<file path="config.mk">
export PLATFORM = sky130hd
export DESIGN_NAME = monitor_sequencer_flat
export DESIGN_NICKNAME = d
export VERILOG_FILES = /design/src/rtl/monitor_seq_if.sv /design/src/rtl/monitor_sequencer.sv /design/src/flat_wrapper.sv
export SDC_FILE = /design/constraint.sdc
export NUM_CORES = 1
export LEC_CHECK = 0
export CELL_PAD_IN_SITES_DETAIL_PLACEMENT = 1
export CELL_PAD_IN_SITES_GLOBAL_PLACEMENT = 2
export CORE_MARGIN = 10
export CORE_UTILIZATION = 36
export DETAILED_ROUTE_END_ITERATION = 16
export PLACE_DENSITY_LB_ADDON = 0.1
export SKIP_LAST_GASP = 1
export SYNTH_ARGS = -nofsm -noshare
export SYNTH_HDL_FRONTEND = slang
export SYNTH_SLANG_ARGS = --single-unit
</file>
<file path="constraint.sdc">
create_clock -name i_clk -period 5.2 [get_ports i_clk]
set_input_delay 1.04 -clock i_clk [delete_from_list [all_inputs] [get_ports i_clk]]
set_output_delay 1.04 -clock i_clk [all_outputs]
set_load 0.05 [all_outputs]
</file>
<file path="src/rtl/monitor_seq_if.sv">
// Pin-side bundle of the monitor sequencer: arm/clear/config requests, the monitor's
// valid level, and the monitor reset/config plus health status coming back.
interface monitor_seq_if #(
  parameter int EVT_W = 4
);
  // No valid/ready handshake here: arm and valid are levels (valid low = transient),
  // clear is a single-cycle pulse, and every output is a registered level.
  logic             arm;
  logic             clear;
  logic [3:0]       compare_cfg;
  logic             valid;
  logic             monitor_rst;
  logic [3:0]       compare;
  logic             ok;
  logic             fault;
  logic [EVT_W-1:0] event_cnt;
  logic [2:0]       state;

  modport master (
    output arm, clear, compare_cfg, valid,
    input  monitor_rst, compare, ok, fault, event_cnt, state
  );

  modport slave (
    input  arm, clear, compare_cfg, valid,
    output monitor_rst, compare, ok, fault, event_cnt, state
  );
endinterface

</file>
<file path="src/rtl/monitor_sequencer.sv">
// Sequences one state_monitor channel through disarm, blanking, monitoring, hold and fault.
// Optional MONITOR_SEQ_AUTORETRY_EN: re-arm automatically from FAULT once valid is steady.
module monitor_sequencer #(
  parameter int               CNT_W         = 16,
  parameter logic [CNT_W-1:0] BLANK_CYCLES  = 16'd10000,
  parameter logic [CNT_W-1:0] WINDOW_CYCLES = 16'd50000,
  parameter int               EVT_W         = 4,
  parameter logic [EVT_W-1:0] MAX_EVENTS    = 4'd3
) (
  input logic           i_clk,
  input logic           i_reset,
  monitor_seq_if.slave  bus
);

  localparam logic [2:0] ST_DISARMED = 3'd0;
  localparam logic [2:0] ST_ARMING   = 3'd1;
  localparam logic [2:0] ST_MONITOR  = 3'd2;
  localparam logic [2:0] ST_HOLD     = 3'd3;
  localparam logic [2:0] ST_FAULT    = 3'd4;

  localparam logic [CNT_W-1:0] BLANK_LD  = BLANK_CYCLES - 1'b1;
  localparam logic [CNT_W-1:0] WINDOW_LD = WINDOW_CYCLES - 1'b1;
`ifdef MONITOR_SEQ_AUTORETRY_EN
  localparam logic [CNT_W-1:0] FAULT_LD  = WINDOW_LD;
`else
  localparam logic [CNT_W-1:0] FAULT_LD  = '0;
`endif

  logic [2:0]       state, state_n;
  logic [CNT_W-1:0] timer, timer_n, timer_w;
  logic             win_run, win_n, win_w;
  logic [EVT_W-1:0] cnt, cnt_n, cnt_w, cnt_inc;
  logic [3:0]       cmp, cmp_n;
  logic             monitor_rst_q, ok_q, fault_q;
  logic             expire;

  assign expire = win_run && (timer == '0);

  always_comb begin
    state_n = state;
    timer_n = timer;
    win_n   = win_run;
    cnt_n   = cnt;
    cmp_n   = cmp;
    // Window bookkeeping is applied before the event so expiry wins a same-cycle tie.
    cnt_w   = expire ? '0 : cnt;
    win_w   = win_run && !expire;
    timer_w = win_w ? timer - 1'b1 : timer;
    cnt_inc = (cnt_w < MAX_EVENTS) ? cnt_w + 1'b1 : cnt_w;

    case (state)
      ST_DISARMED: begin
        timer_n = '0;
        win_n   = 1'b0;
        cnt_n   = '0;
        if (bus.arm) begin
          state_n = ST_ARMING;
          cmp_n   = bus.compare_cfg;
          timer_n = BLANK_LD;
        end
      end
      ST_ARMING: begin
        if (!bus.arm) begin
          state_n = ST_DISARMED;
          timer_n = '0;
          win_n   = 1'b0;
          cnt_n   = '0;
        end else if (timer == '0) begin
          state_n = ST_MONITOR;
        end else begin
          timer_n = timer - 1'b1;
        end
      end
      ST_MONITOR, ST_HOLD: begin
        if (!bus.arm) begin
          state_n = ST_DISARMED;
          timer_n = '0;
          win_n   = 1'b0;
          cnt_n   = '0;
        end else begin
          cnt_n   = cnt_w;
          win_n   = win_w;
          timer_n = timer_w;
          if (state == ST_MONITOR && !bus.valid) begin
            cnt_n = cnt_inc;
            if (cnt_inc == MAX_EVENTS) begin
              state_n = ST_FAULT;
              win_n   = 1'b0;
              timer_n = FAULT_LD;
            end else begin
              state_n = ST_HOLD;
              if (!win_w) begin
                win_n   = 1'b1;
                timer_n = WINDOW_LD;
              end
            end
          end else if (state == ST_HOLD && bus.valid) begin
            state_n = ST_MONITOR;
          end
        end
      end
      ST_FAULT: begin
        if (bus.clear) begin
          cnt_n = '0;
          win_n = 1'b0;
          if (bus.arm) begin
            state_n = ST_ARMING;
            cmp_n   = bus.compare_cfg;
            timer_n = BLANK_LD;
          end else begin
            state_n = ST_DISARMED;
            timer_n = '0;
          end
        end
`ifdef MONITOR_SEQ_AUTORETRY_EN
        else if (timer == '0) begin
          if (bus.valid && bus.arm) begin
            state_n = ST_ARMING;
            cmp_n   = bus.compare_cfg;
            timer_n = BLANK_LD;
            cnt_n   = '0;
          end else begin
            timer_n = WINDOW_LD;
          end
        end else begin
          timer_n = timer - 1'b1;
        end
`endif
      end
      default: begin
        state_n = ST_DISARMED;
        timer_n = '0;
        win_n   = 1'b0;
        cnt_n   = '0;
      end
    endcase
  end

  // Status flags are registered from the next state so they align with o_state.
  always_ff @(posedge i_clk) begin
    if (i_reset) begin
      state         <= ST_DISARMED;
      timer         <= '0;
      win_run       <= 1'b0;
      cnt           <= '0;
      cmp           <= '0;
      monitor_rst_q <= 1'b1;
      ok_q          <= 1'b0;
      fault_q       <= 1'b0;
    end else begin
      state         <= state_n;
      timer         <= timer_n;
      win_run       <= win_n;
      cnt           <= cnt_n;
      cmp           <= cmp_n;
      monitor_rst_q <= (state_n == ST_DISARMED);
      ok_q          <= (state_n == ST_MONITOR);
      fault_q       <= (state_n == ST_FAULT);
    end
  end

  assign bus.monitor_rst = monitor_rst_q;
  assign bus.compare     = cmp;
  assign bus.ok          = ok_q;
  assign bus.fault       = fault_q;
  assign bus.event_cnt   = cnt;
  assign bus.state       = state;

endmodule

</file>
<file path="src/flat_wrapper.sv">
// flat-port wrapper written by rule: the top's interface ports become plain ports
module monitor_sequencer_flat 
#(
  parameter int               CNT_W         = 16,
  parameter logic [CNT_W-1:0] BLANK_CYCLES  = 16'd10000,
  parameter logic [CNT_W-1:0] WINDOW_CYCLES = 16'd50000,
  parameter int               EVT_W         = 4,
  parameter logic [EVT_W-1:0] MAX_EVENTS    = 4'd3
)
  (i_clk, i_reset, bus_arm, bus_clear, bus_compare_cfg, bus_valid, bus_monitor_rst, bus_compare, bus_ok, bus_fault, bus_event_cnt, bus_state);
  monitor_seq_if #(.EVT_W(EVT_W)) bus_i ();
  input logic i_clk;
  input logic i_reset;
  input wire logic [$bits(bus_i.arm)-1:0] bus_arm;
  input wire logic [$bits(bus_i.clear)-1:0] bus_clear;
  input wire logic [$bits(bus_i.compare_cfg)-1:0] bus_compare_cfg;
  input wire logic [$bits(bus_i.valid)-1:0] bus_valid;
  output wire logic [$bits(bus_i.monitor_rst)-1:0] bus_monitor_rst;
  output wire logic [$bits(bus_i.compare)-1:0] bus_compare;
  output wire logic [$bits(bus_i.ok)-1:0] bus_ok;
  output wire logic [$bits(bus_i.fault)-1:0] bus_fault;
  output wire logic [$bits(bus_i.event_cnt)-1:0] bus_event_cnt;
  output wire logic [$bits(bus_i.state)-1:0] bus_state;
  assign bus_i.arm = bus_arm;
  assign bus_i.clear = bus_clear;
  assign bus_i.compare_cfg = bus_compare_cfg;
  assign bus_i.valid = bus_valid;
  assign bus_monitor_rst = bus_i.monitor_rst;
  assign bus_compare = bus_i.compare;
  assign bus_ok = bus_i.ok;
  assign bus_fault = bus_i.fault;
  assign bus_event_cnt = bus_i.event_cnt;
  assign bus_state = bus_i.state;
  monitor_sequencer #(.CNT_W(CNT_W), .BLANK_CYCLES(BLANK_CYCLES), .WINDOW_CYCLES(WINDOW_CYCLES), .EVT_W(EVT_W), .MAX_EVENTS(MAX_EVENTS)) u_core (.i_clk(i_clk), .i_reset(i_reset), .bus(bus_i));
endmodule
</file>
==> metrics <==
status completed; die height between 90 and 100 µm; Hold Path Class reg2reg; Antenna Cells 0; overall routing resource usage 0.155; Worst Skew roughly 8.6 ps; drt via density between 6 and 7; Yosys cell types 69; router iterations before antenna repair 4; chip width about 98 µm; synthesized area around 0.0022 mm²; # rows 28; final hold violations 0; root buffer cell clkbuf_8; post-route ant nets 0; port buffer count 22; post-CTS setup buffers 0; htree depth 2; ys async rst share 0; sequential element share of the synthesized area 0.283; Num CTS Buffers 5; FF-to-FF setup slack 1680 ps; synthesis-stage register bit count 31; cts hold-fix bufs 0; Leakage approximately 0.90 nW; CTS tree yes; first-pass GRT wire length around 12000 µm; most frequent cells in the layout dfxtp_1, a21oi_1, clkdlybuf4s50_1, nand2_1, nor2_1; post-synthesis net count approximately 290; Setup violations, final 0; Post-synth EDFFs 0; worst-skew pair later-pin latency about 300 ps; vias in the first global route roughly 2300; cells after synthesis about 280; Vias 2262; crit path DAT ~3700 ps; total gr overflow 0; fin nets 310; Detailed Place HPWL ~5400 µm; pwr dens about 250 mW/mm²; Max-cap violations 0; antenna violations before repair 0; DRT Wirelength approximately 7500 µm; count of pins over their slew limit 0; Starting DRT DRC Count between 100 and 150; Tmin final ~3500 ps; worst-path fanout max 9; DRC violations left 0; Max Freq approximately 0.28 GHz; Slew @ Worst Pin ~750 ps; leading area contributor after synthesis dfxtp_1; average size of a mapped cell between 7 and 8 µm²; Synth area leaders dfxtp_1, a21oi_1, o21ai_0, nand2_1, nor2_1; post-route cell area between 0.002 and 0.003 mm²; Final GP Congestion around 0.82; prevailing post-synth register cell dfxtp_1; CP required 5390 ps; DIE AREA around 0.0096 mm²; Setup TNS 0 ps; Max IR drop VDD 118 µV; CP startpoint kind flop; largest net degree at the start of global routing 17; Slew headroom 0.501; layout cells sized above 1 0.0836; synthesis-to-finish area growth 17.4%; CTS resizes 0; crit end category flop; final period utilization 0.678; I/O pins 23; initial core utilization 0.371; Clock Tree Buf Depth 2; placed cell areas around 0.0025 mm²; Crit Path Category reg2reg; Yosys top cell area share 0.283; CTS sink count 31; commonest non-fill, non-tap cell in the layout dfxtp_1; clk slew on worst S/H paths approximately 80 ps; Fill cells approximately 740; Syn. warnings 0; RSZ-0062 raised after global routing false; WL/cell 20.0 µm; Core Area slightly below 0.006 mm²
## metal layers
metal  GRT usage  vias to the layer above  share of wire  wire length, µm
li1            -                     1109              -                -
met1       0.203                     1097           0.48             3550
met2       0.250                       45           0.47             3540
met3      0.0268                       11          0.035              261
met4      0.0481                        0          0.016              121
met5           0                        -              0                0
## synth_stat cells, types with 4 or more instances
library cell	count
a21oi_1	26
a22oi_1	5
a31oi_1	7
and2_1	7
and3_1	4
clkbuf_1	10
dfxtp_1	31
inv_1	12
mux2i_1	5
nand2_1	21
nand3_1	9
nor2_1	21
nor2b_1	4
nor3_1	10
o211ai_1	9
o21ai_0	20
or3_1	5
## worst max-delay path, cell delays in order (launching register included)
cell and delay, ps:
dfxtp_1 390, inv_1 90, ha_1 200, nor3b_4 360
and3_4 320, nand3_4 130, and2_1 240, ha_1 300
nor2b_1 170, nand4b_1 130, o31ai_2 130, nor4b_4 540
nand2_1 150, o32ai_1 270
## through the flow
| step | cells | setup slack [ps] | utilization | total power [mW] | hold WS (ps) |
|---|---|---|---|---|---|
| 2_1_floorplan | 281 | 2200 | - | 0.358 | 452 |
| 3_3_place_gp | 366 | 1580 | 0.415 | 0.397 | 475 |
| 3_5_place_dp | 366 | 1500 | 0.415 | 0.397 | 490 |
| 4_1_cts | 374 | 1650 | 0.435 | 0.658 | 501 |
| 5_1_grt | 374 | 1410 | 0.435 | 0.679 | 524 |
| 6_report | 374 | 1680 | 0.435 | 0.652 | 498 |
## sequential cells by signal (all words and copies together) (netlist names)
| signal | count |
|---|---|
| u_core.win_run | 1 |
| u_core.bus.fault | 1 |
| u_core.bus.compare | 4 |
| u_core.bus.monitor_rst | 1 |
| u_core.timer | 16 |
| u_core.bus.ok | 1 |
| u_core.bus.state | 3 |
| u_core.bus.event_cnt | 4 |
## final cells by class
cell class | count | area (µm²) | area share
sequential | 31 | 621 | 0.241
tap | 75 | 93.8 | 0.0364
timing repair buffer | 25 | 243 | 0.0942
multi-input combinational | 222 | 1450 | 0.564
clock inverter | 2 | 35.0 | 0.0136
inverter | 13 | 48.8 | 0.0189
clock buffer | 6 | 82.6 | 0.0320
## where the power goes
group | internal (mW) | switching (mW) | total [mW] | leakage, nW
clock | 0.155 | 0.104 | 0.260 | 0.0612
sequential | 0.246 | 0.0146 | 0.261 | 0.253
combinational | 0.0477 | 0.0839 | 0.132 | 0.590
total | 0.449 | 0.203 | 0.652 | 0.904
## cells by family (layout without fill, tap and decap cells)
group	Yosys count	after routing	share of synthesized area
AOI/OAI and AO/OA	103	103	0.318
xor gates and xnor gates	2	2	0.00798
adders and majority gates	3	3	0.0171
buffers and inverters	28	46	0.0547
DFF	31	31	0.283
muxes	5	5	0.0228
and+or+nand+nor	109	109	0.296
## path summary, 6_finish.rpt
path / startpoint / end / depth (start not counted)
max: u_core.timer[0] / u_core.timer[12] / 13
min: u_core.timer[6] / u_core.timer[6] / 1
max reg2reg: u_core.timer[0] / u_core.timer[12] / 13
min reg2reg: u_core.timer[6] / u_core.timer[6] / 1
Note: power is estimated with default switching activity, not from simulation.
